$ cat config.mk
export PLATFORM = sky130hd
export DESIGN_NAME = shift_frame_ctrl_flat
export DESIGN_NICKNAME = d
export VERILOG_FILES = /design/src/rtl/shift_frame_pkg.sv /design/src/rtl/shift_frame_ctrl_if.sv /design/src/rtl/frame_shift_reg.sv /design/src/rtl/shift_frame_ctrl.sv /design/src/flat_wrapper.sv
export SDC_FILE = /design/constraint.sdc
export NUM_CORES = 1
export LEC_CHECK = 0
export ABC_AREA = 1
export ABC_CLOCK_PERIOD_IN_PS = 2150
export CAP_MARGIN = 20
export CORE_MARGIN = 4
export CORE_UTILIZATION = 46
export CTS_CLUSTER_SIZE = 16
export DETAILED_ROUTE_END_ITERATION = 12
export PLACE_DENSITY = 0.75
export SYNTH_ARGS = -nofsm -noshare
export SYNTH_HDL_FRONTEND = slang
export SYNTH_HIERARCHICAL = 1
export SYNTH_SLANG_ARGS = --single-unit
$ cat constraint.sdc
create_clock -name clk -period 2.15 [get_ports clk]
set_clock_uncertainty 0.15 [all_clocks]
set_input_delay 0.43 -clock clk [delete_from_list [all_inputs] [get_ports clk]]
set_output_delay 0.43 -clock clk [all_outputs]
set_load 0.01 [all_outputs]
$ cat src/rtl/shift_frame_pkg.sv
// Shared types and helpers for the serial-to-parallel frame controller.
package shift_frame_pkg;

  typedef enum logic [1:0] {
    IDLE   = 2'd0,
    SHIFT  = 2'd1,
    PARITY = 2'd2,
    HOLD   = 2'd3
  } state_e;

  // Bit-counter width; the count leaves SHIFT at WIDTH-1, so it never needs WIDTH.
  function automatic int cnt_w(input int width);
    return $clog2(width);
  endfunction

endpackage

$ cat src/rtl/shift_frame_ctrl_if.sv
// Serial input and parallel valid/ready output bundle of the frame controller.
interface shift_frame_ctrl_if #(
  parameter int WIDTH = 8
);

  logic             frame_start;
  logic             ser_valid;
  logic             ser_data;
  logic             out_ready;
  logic             out_valid;
  logic [WIDTH-1:0] out_data;
  logic             parity_err;
  logic             overrun;
  logic             frame_abort;
  logic             busy;

  // Front-end/consumer side.
  modport master (
    output frame_start, ser_valid, ser_data, out_ready,
    input  out_valid, out_data, parity_err, overrun, frame_abort, busy
  );

  // Controller side.
  modport slave (
    input  frame_start, ser_valid, ser_data, out_ready,
    output out_valid, out_data, parity_err, overrun, frame_abort, busy
  );

endinterface

$ cat src/rtl/frame_shift_reg.sv
// WIDTH-bit left-shift register, serial in at bit 0, synchronous clear.
module frame_shift_reg #(
  parameter int WIDTH = 8
) (
  input  logic             clk,
  input  logic             reset_n,
  input  logic             i_clear,
  input  logic             i_shift_en,
  input  logic             i_serial_in,
  output logic [WIDTH-1:0] o_data
);

  logic [WIDTH-1:0] r_data;

  // NOTE: sequential state uses non-blocking assignments so every flop samples pre-edge values.
  always_ff @(posedge clk) begin
    if (!reset_n) begin
      r_data <= '0;
    end else if (i_clear) begin
      r_data <= '0;
    end else if (i_shift_en) begin
      r_data <= {r_data[WIDTH-2:0], i_serial_in};
    end
  end

  assign o_data = r_data;

endmodule

$ cat src/rtl/shift_frame_ctrl.sv
// Frame controller: start detect, MSB-first shift of WIDTH bits, optional
// parity check, and a valid/ready hold stage with overrun/abort reporting.
module shift_frame_ctrl
  import shift_frame_pkg::*;
#(
  parameter int WIDTH      = 8,
  parameter bit PARITY_EN  = 1'b1,
  parameter bit ODD_PARITY = 1'b0
) (
  input  logic             clk,
  input  logic             reset_n,
  shift_frame_ctrl_if.slave bus
);

  localparam int CNT_W = cnt_w(WIDTH);

  state_e           r_state;
  state_e           w_next;
  logic [CNT_W-1:0] r_bit_cnt;
  logic             r_par_run;
  logic             r_parity_err;
  logic             r_overrun;
  logic             r_frame_abort;

  logic             w_start;
  logic             w_shift;
  logic             w_par_load;
  logic             w_overrun;
  logic             w_abort;
  logic             w_busy;
  logic             w_valid;
  logic             w_last_bit;
  logic             w_xfer;
  logic [WIDTH-1:0] w_shift_data;

  assign w_last_bit = (r_bit_cnt == CNT_W'(WIDTH - 1));
  assign w_xfer     = (r_state == HOLD) && bus.out_ready;

  always_ff @(posedge clk) begin
    if (!reset_n) begin
      r_state <= IDLE;
    end else begin
      r_state <= w_next;
    end
  end

  always_comb begin
    // NOTE: default first so every path assigns w_next and no latch is inferred.
    w_next = r_state;
    case (r_state)
      IDLE: begin
        if (bus.frame_start) w_next = SHIFT;
      end
      SHIFT: begin
        if (bus.frame_start) begin
          w_next = SHIFT;
        end else if (bus.ser_valid && w_last_bit) begin
          if (PARITY_EN) w_next = PARITY;
          else           w_next = HOLD;
        end
      end
      PARITY: begin
        if (bus.frame_start)    w_next = SHIFT;
        else if (bus.ser_valid) w_next = HOLD;
      end
      HOLD: begin
        if (bus.out_ready) w_next = bus.frame_start ? SHIFT : IDLE;
      end
      default: w_next = IDLE;
    endcase
  end

  // A frame_start accepted in a transfer cycle restarts cleanly and is not an overrun.
  always_comb begin
    w_start    = 1'b0;
    w_shift    = 1'b0;
    w_par_load = 1'b0;
    w_overrun  = 1'b0;
    w_abort    = 1'b0;
    w_busy     = 1'b0;
    w_valid    = 1'b0;
    case (r_state)
      IDLE: begin
        w_start = bus.frame_start;
      end
      SHIFT: begin
        w_busy = 1'b1;
        if (bus.frame_start) begin
          w_start = 1'b1;
          w_abort = 1'b1;
        end else begin
          w_shift = bus.ser_valid;
        end
      end
      PARITY: begin
        w_busy = 1'b1;
        if (bus.frame_start) begin
          w_start = 1'b1;
          w_abort = 1'b1;
        end else begin
          w_par_load = bus.ser_valid;
        end
      end
      HOLD: begin
        w_valid = 1'b1;
        if (bus.out_ready) begin
          w_start   = bus.frame_start;
          w_overrun = bus.ser_valid && !bus.frame_start;
        end else begin
          w_overrun = bus.ser_valid || bus.frame_start;
        end
      end
      default: ;
    endcase
  end

  always_ff @(posedge clk) begin
    if (!reset_n) begin
      r_bit_cnt     <= '0;
      r_par_run     <= 1'b0;
      r_parity_err  <= 1'b0;
      r_overrun     <= 1'b0;
      r_frame_abort <= 1'b0;
    end else begin
      r_overrun     <= w_overrun;
      r_frame_abort <= w_abort;
      if (w_start) begin
        r_bit_cnt <= '0;
        r_par_run <= 1'b0;
      end else if (w_shift) begin
        r_bit_cnt <= r_bit_cnt + CNT_W'(1);
        r_par_run <= r_par_run ^ bus.ser_data;
      end
      if (w_par_load) begin
        r_parity_err <= r_par_run ^ bus.ser_data ^ ODD_PARITY;
      end else if (w_xfer) begin
        r_parity_err <= 1'b0;
      end
    end
  end

  frame_shift_reg #(
    .WIDTH (WIDTH)
  ) u_shift_reg (
    .clk         (clk),
    .reset_n     (reset_n),
    .i_clear     (w_start),
    .i_shift_en  (w_shift),
    .i_serial_in (bus.ser_data),
    .o_data      (w_shift_data)
  );

  assign bus.out_valid   = w_valid;
  assign bus.busy        = w_busy;
  assign bus.out_data    = w_shift_data;
  assign bus.parity_err  = r_parity_err;
  assign bus.overrun     = r_overrun;
  assign bus.frame_abort = r_frame_abort;

endmodule

$ cat src/flat_wrapper.sv
// flat-port wrapper written by rule: the top's interface ports become plain ports
module shift_frame_ctrl_flat import shift_frame_pkg::*;
#(
  parameter int WIDTH      = 8,
  parameter bit PARITY_EN  = 1'b1,
  parameter bit ODD_PARITY = 1'b0
)
  (clk, reset_n, bus_frame_start, bus_ser_valid, bus_ser_data, bus_out_ready, bus_out_valid, bus_out_data, bus_parity_err, bus_overrun, bus_frame_abort, bus_busy);
  shift_frame_ctrl_if #(.WIDTH(WIDTH)) bus_i ();
  input  logic clk;
  input  logic reset_n;
  input wire logic [$bits(bus_i.frame_start)-1:0] bus_frame_start;
  input wire logic [$bits(bus_i.ser_valid)-1:0] bus_ser_valid;
  input wire logic [$bits(bus_i.ser_data)-1:0] bus_ser_data;
  input wire logic [$bits(bus_i.out_ready)-1:0] bus_out_ready;
  output wire logic [$bits(bus_i.out_valid)-1:0] bus_out_valid;
  output wire logic [$bits(bus_i.out_data)-1:0] bus_out_data;
  output wire logic [$bits(bus_i.parity_err)-1:0] bus_parity_err;
  output wire logic [$bits(bus_i.overrun)-1:0] bus_overrun;
  output wire logic [$bits(bus_i.frame_abort)-1:0] bus_frame_abort;
  output wire logic [$bits(bus_i.busy)-1:0] bus_busy;
  assign bus_i.frame_start = bus_frame_start;
  assign bus_i.ser_valid = bus_ser_valid;
  assign bus_i.ser_data = bus_ser_data;
  assign bus_i.out_ready = bus_out_ready;
  assign bus_out_valid = bus_i.out_valid;
  assign bus_out_data = bus_i.out_data;
  assign bus_parity_err = bus_i.parity_err;
  assign bus_overrun = bus_i.overrun;
  assign bus_frame_abort = bus_i.frame_abort;
  assign bus_busy = bus_i.busy;
  shift_frame_ctrl #(.WIDTH(WIDTH), .PARITY_EN(PARITY_EN), .ODD_PARITY(ODD_PARITY)) u_core (.clk(clk), .reset_n(reset_n), .bus(bus_i));
endmodule
Word level (Yosys, flattened, before mapping)
Cells that the tools add are included.

Register bits after elaboration: 17. Input bits: 6. Output and inout bits: 13.

$add $sub $neg: 1. Eq/ne operators: 8. Multiplexer cells: 19. Bitwise gates (word level): 2. Reductions and logical operators: 12.

Operators by type and width (number): 2-bit two-way mux (6); 1-bit two-way mux (11); 2-bit case mux with 4 select lines (1); 2-bit equality test, second input constant (2); 2-bit inequality test, second input constant (2); 2-bit AND reduction (2); 4-bit AND reduction (1); 2-bit OR reduction (2); 3-bit by 1-bit adder with 3-bit output, second input constant (1); 3-bit equality test, second input constant (1); 1-bit logical AND (3); 3-bit by 2-bit inequality test with 1-bit output, second input constant (1); 3-bit inequality test, second input constant (1); 1-bit case mux with 3 select lines (1); 2-bit by 1-bit equality test with 1-bit output, second input constant (1); 2-bit logical NOT (1); 2-bit nonzero test (1); 1-bit logical NOT (1); 1-bit logical OR (1); 1-bit inverter (1); 1-bit bitwise XOR (1).

Logic depth before layout (Yosys ltp)
Depth in word-level cells: 5. Mapped depth: 9. Gate-level depth less buffers: 9.

Cells and area by module
The synthesis kept the hierarchy.

By module, submodules not included: shift_frame_ctrl (instances 1, cells each 68, area each 511.7 sq um, sequential area each 180.2 sq um); frame_shift_reg (instances 1, cells each 36, area each 282.8 sq um, sequential area each 160.2 sq um).

Worst setup path before layout
Ideal clock, no wire load.

Kind: register -> register. Start point: register u_core.r_state[1]. End point: register u_core.u_shift_reg.r_data[3], in the netlist u_core/u_shift_reg/o_data[3]. Arrival: 1.135 ns. Slack: 0.740 ns. Cell stages (with the launch flop): 9. Buffers on the path: 1. Clock period less this slack: 1.410 ns. Cell sequence: dfxtp_1 > inv_1 > ha_1 > nand3_4 > inv_1 > buf_6 > inv_2 > nand2_1 > a21oi_1.

RTL lines: from (decl) (line shift_frame_ctrl.sv:17) `state_e r_state;`; from (signal assigned) (line shift_frame_ctrl.sv:43) `r_state <= w_next;`; 2-bit by 1-bit equality test with 1-bit output (line shift_frame_ctrl.sv:82) `case (r_state)`; 1-bit two-way mux (line shift_frame_ctrl.sv:82); net u_core.w_shift (line shift_frame_ctrl.sv:26) `logic w_shift;`; to (signal assigned) (line frame_shift_reg.sv:22) `r_data <= {r_data[WIDTH-2:0], i_serial_in};`; to (decl) (line frame_shift_reg.sv:13) `logic [WIDTH-1:0] r_data;`.

The timed path passes the listed nets, and every way through them passes these cells. A chain may end at the register's enable or synchronous reset.

Final worst setup path
Start point: register u_core.r_state[1]. End point: output bus_out_valid.

Longest elaborated chain between the ends: 2.

RTL lines: 2-bit equality test (line shift_frame_ctrl.sv:82); 1-bit two-way mux (line shift_frame_ctrl.sv:82); to (decl) (line flat_wrapper.sv:16) `output wire logic [$bits(bus_i.out_valid)-1:0] bus_out_valid;`.

Every way passes these cells.

==> impl_results.md <==
- TritonCTS clock tree: yes
- Sequential share of power: 44.3%
- Critical path class: flip-flop to primary output
- Largest stage delay, worst path: 560 ps
- R2R depth: 7
- Worst path slowest cell: clkdlybuf4s50_1
- Final Hold Viols: 0
- Synthesized net count: 117
- Post-Synth XOR/XNOR Area: 1.102%
- Setup crit end: bus_out_valid
- Top_reg_cell synth: dfxtp_1
- FMAX: 0.4927 GHz
- Lkg Pwr: 0.4074 nW
- H-tree Lvls: 1
- Nets: 139
- Clk_lat worst skew: 280 ps
- Placement Cell Area: 983.4 sq um
- First-pass GRT wire length: 2697 um
- Drt initial violations: 10
- Synth Area in Compound Gates: 12.28%
- Max Root-Sink Buffers: 2
- Antenna diodes: 0
- Synth top cells by count: 36 x nand2_1, 17 x dfxtp_1, 14 x a21oi_1
- Setup crit end kind: primary output
- Top cells by area, synth: dfxtp_1 43%, nand2_1 17%, ha_1 11%
- Die area: 2456 sq um
- Final WL: 1563 um
- Synthesized flop and latch total: 17
- I/O pins: 19
- R2r startpoint: u_core/r_state[1]
- Syn Std Cell Area: 794.5 sq um
- Total CTS buffers: 3
- Clock network power share: 19.4%
- Final setup violation count: 0
- Clock sinks: 17
- Cell-by-cell listing of the critical path: ha_1 > clkdlybuf4s50_1
- GRT Total Usage: 13.73%
- Part of the cycle the worst path needs: 94.41%
- Power Density: 812.5 nW/um^2
- Most frequent cell after synthesis: nand2_1
- EDFF count, synth: 0
- Crit path arrival time: 1450 ps
- FFs w/ async S/R, synth: 0%
- Largest net degree at the start of global routing: 13
- Port bufs: 18
- Syn_area_per_cell: 7.640 sq um
- Crit path launch: u_core/r_state[1]
- Overflow after GRT: 0
- Area Overhead vs Synth: 27.09%
- HPWL Detailed: 1196 um
- Residual DRC count: 0
- Combinational power share: 36.2%
- Detailed Routing Iterations Pass 1: 4
- Pint: 0.5378 mW
- RR Endpoint: u_core/u_shift_reg/o_data[4]
- Die Width: 49.56 um
- Dpl cells: 137
- Worst slew pin tran: 437.3 ps
- RSZ-0062 raised after global routing: no
- Cell taking the most area after synthesis: dfxtp_1
- Antenna-violating nets left: 0
- Worst hold path type: flip-flop to flip-flop
- Clock Root Buffer: clkbuf_4
- WL/cell: 11.09 um
- Crit path max fanout: 4
- Die H: 49.56 um
- Final Max Slew Viols: 0
- Post-Route Setup TNS: 0 ps
- Final Power: 0.8204 mW
- Via Count: 701
- Top-area cell type share of the netlist area: 42.83%
- Adder-Cell Fraction of Synth Area: 11.02%
- Rows: 14
- Instance count of the mapped netlist: 104
- Peak VDD IR: 521.3 uV
- Switch share: 34.44%
- Warnings from Yosys: 6
- Simple-gate share of the synthesized area: 27.09%
- GP Congestion: 0.7778
- Outcome: finished clean
- Min Tclk post-route: 2030 ps
- Vias in the first global route: 625
- Max Cap Viol: 0
- Share of cells above drive strength 1: 7.200%
- Multiplexer share of the synthesized area: 0%
- Synth cell types: 16
- CTS clk-pin slew, worst paths: 90 ps
- Layout Cells excl Fill: 141
- Slew HR: 70.54%
- Design Area, Final: 1010 sq um
- Critical Path RT: 1570 ps
- Register-to-Register Setup Slack: 490 ps
- Initial core utilization: 50.40%
- Setup Fix Bufs, Post-CTS: 0
- Core area: 1577 sq um
- Sequential area share after synthesis: 42.83%
- Net switching power: 0.2825 mW
- Via-to-Cell Ratio: 4.972
- Antenna violations before repair: 0
- Main combinational cell family by area after synthesis: simple AND/OR/NAND/NOR gates
- CP Launch Type: flip-flop
## worst max-delay path, delay by kind of cell, from the launching register on
kind | cells | cell delay (ps)
buf+inv | 1 | 560
fa+ha+maj | 1 | 240
flops | 1 | 370
## area by class of cell
class	instances	area, sq um
clock buffer	4	26.28
inverter	9	33.78
timing repair buffer	18	178.9
fill	147	566.8
tap	16	20.02
multi-input combinational	77	409.1
sequential	17	341.6
## layer usage
metal | vias to the layer above | track usage (%) | share of wire (%)
li1 | 376 | - | -
met1 | 304 | 17.31 | 49
met2 | 21 | 22.25 | 45
met3 | 0 | 5.422 | 5.7
met4 | 0 | 2.304 | 0
met5 | - | 0 | 0
## cells by family (layout without fill, tap and decap cells)
| kind of cell | Yosys count | count (layout) |
|---|---|---|
| simple gates | 50 | 50 |
| compound gates | 19 | 19 |
| flops | 17 | 17 |
| buf+inv | 10 | 31 |
| fa+ha+maj | 7 | 7 |
| xor+xnor | 1 | 1 |
## registers in the layout, summed over array words and instances (netlist names)
name	cells
u_core/u_shift_reg/o_data	8
u_core/r_bit_cnt	3
u_core/r_state	2
u_core/bus.frame_abort	1
u_core/bus.overrun	1
u_core/bus.parity_err	1
u_core/r_par_run	1
## power by group through the flow
stage               Clock, mW  Sequential, mW  Combinational, mW
floorplan                   0           0.370              0.207
finish                  0.160           0.363              0.297
detailed placement          0           0.369              0.307
global placement            0           0.369              0.303
CTS                     0.166           0.363              0.296
global route            0.185           0.369              0.329
## layout by cell type (no fill, tap or decap), types with 3 or more instances in the layout
cell type / netlist / layout
a21oi_1: 14 / 14
clkdlybuf4s50_1: 0 / 17
clkbuf_4: 0 / 3
ha_1: 7 / 7
nor2_1: 8 / 8
o21ai_0: 4 / 4
inv_1: 7 / 7
dfxtp_1: 17 / 16
nand2_1: 36 / 36
## worst min path at each step
| stage | cells after the start | endpoint | start |
|---|---|---|---|
| after global routing | 2 | u_core/r_par_run | u_core/r_par_run |
| after CTS | 2 | u_core/u_shift_reg/o_data[7] | u_core/u_shift_reg/o_data[7] |
| final | 2 | u_core/u_shift_reg/o_data[7] | u_core/u_shift_reg/o_data[7] |
| after global placement | 2 | u_core/bus.parity_err | u_core/bus.parity_err |
| after floorplan | 2 | u_core/r_bit_cnt[1] | u_core/r_bit_cnt[1] |
| after detailed placement | 2 | u_core/u_shift_reg/o_data[7] | u_core/u_shift_reg/o_data[7] |
## through the flow
| stage | util, % | worst slack [ps] | hold slack [ps] |
|---|---|---|---|
| after floorplan | - | 740.5 | 298.2 |
| after global placement | 62.38 | 191.3 | 305.5 |
| after detailed placement | 62.38 | 127.8 | 311.6 |
| after CTS | 64.05 | 108.1 | 325.6 |
| after global routing | 64.05 | 41.44 | 344.1 |
| final | 64.05 | 120.2 | 324.5 |
## what timing repair did
action	in CTS	in global routing
gates resized for setup	2	0
hold buffers	0	0
endpoints found under the setup margin	1	0
Power figures use the tool's default switching activity.
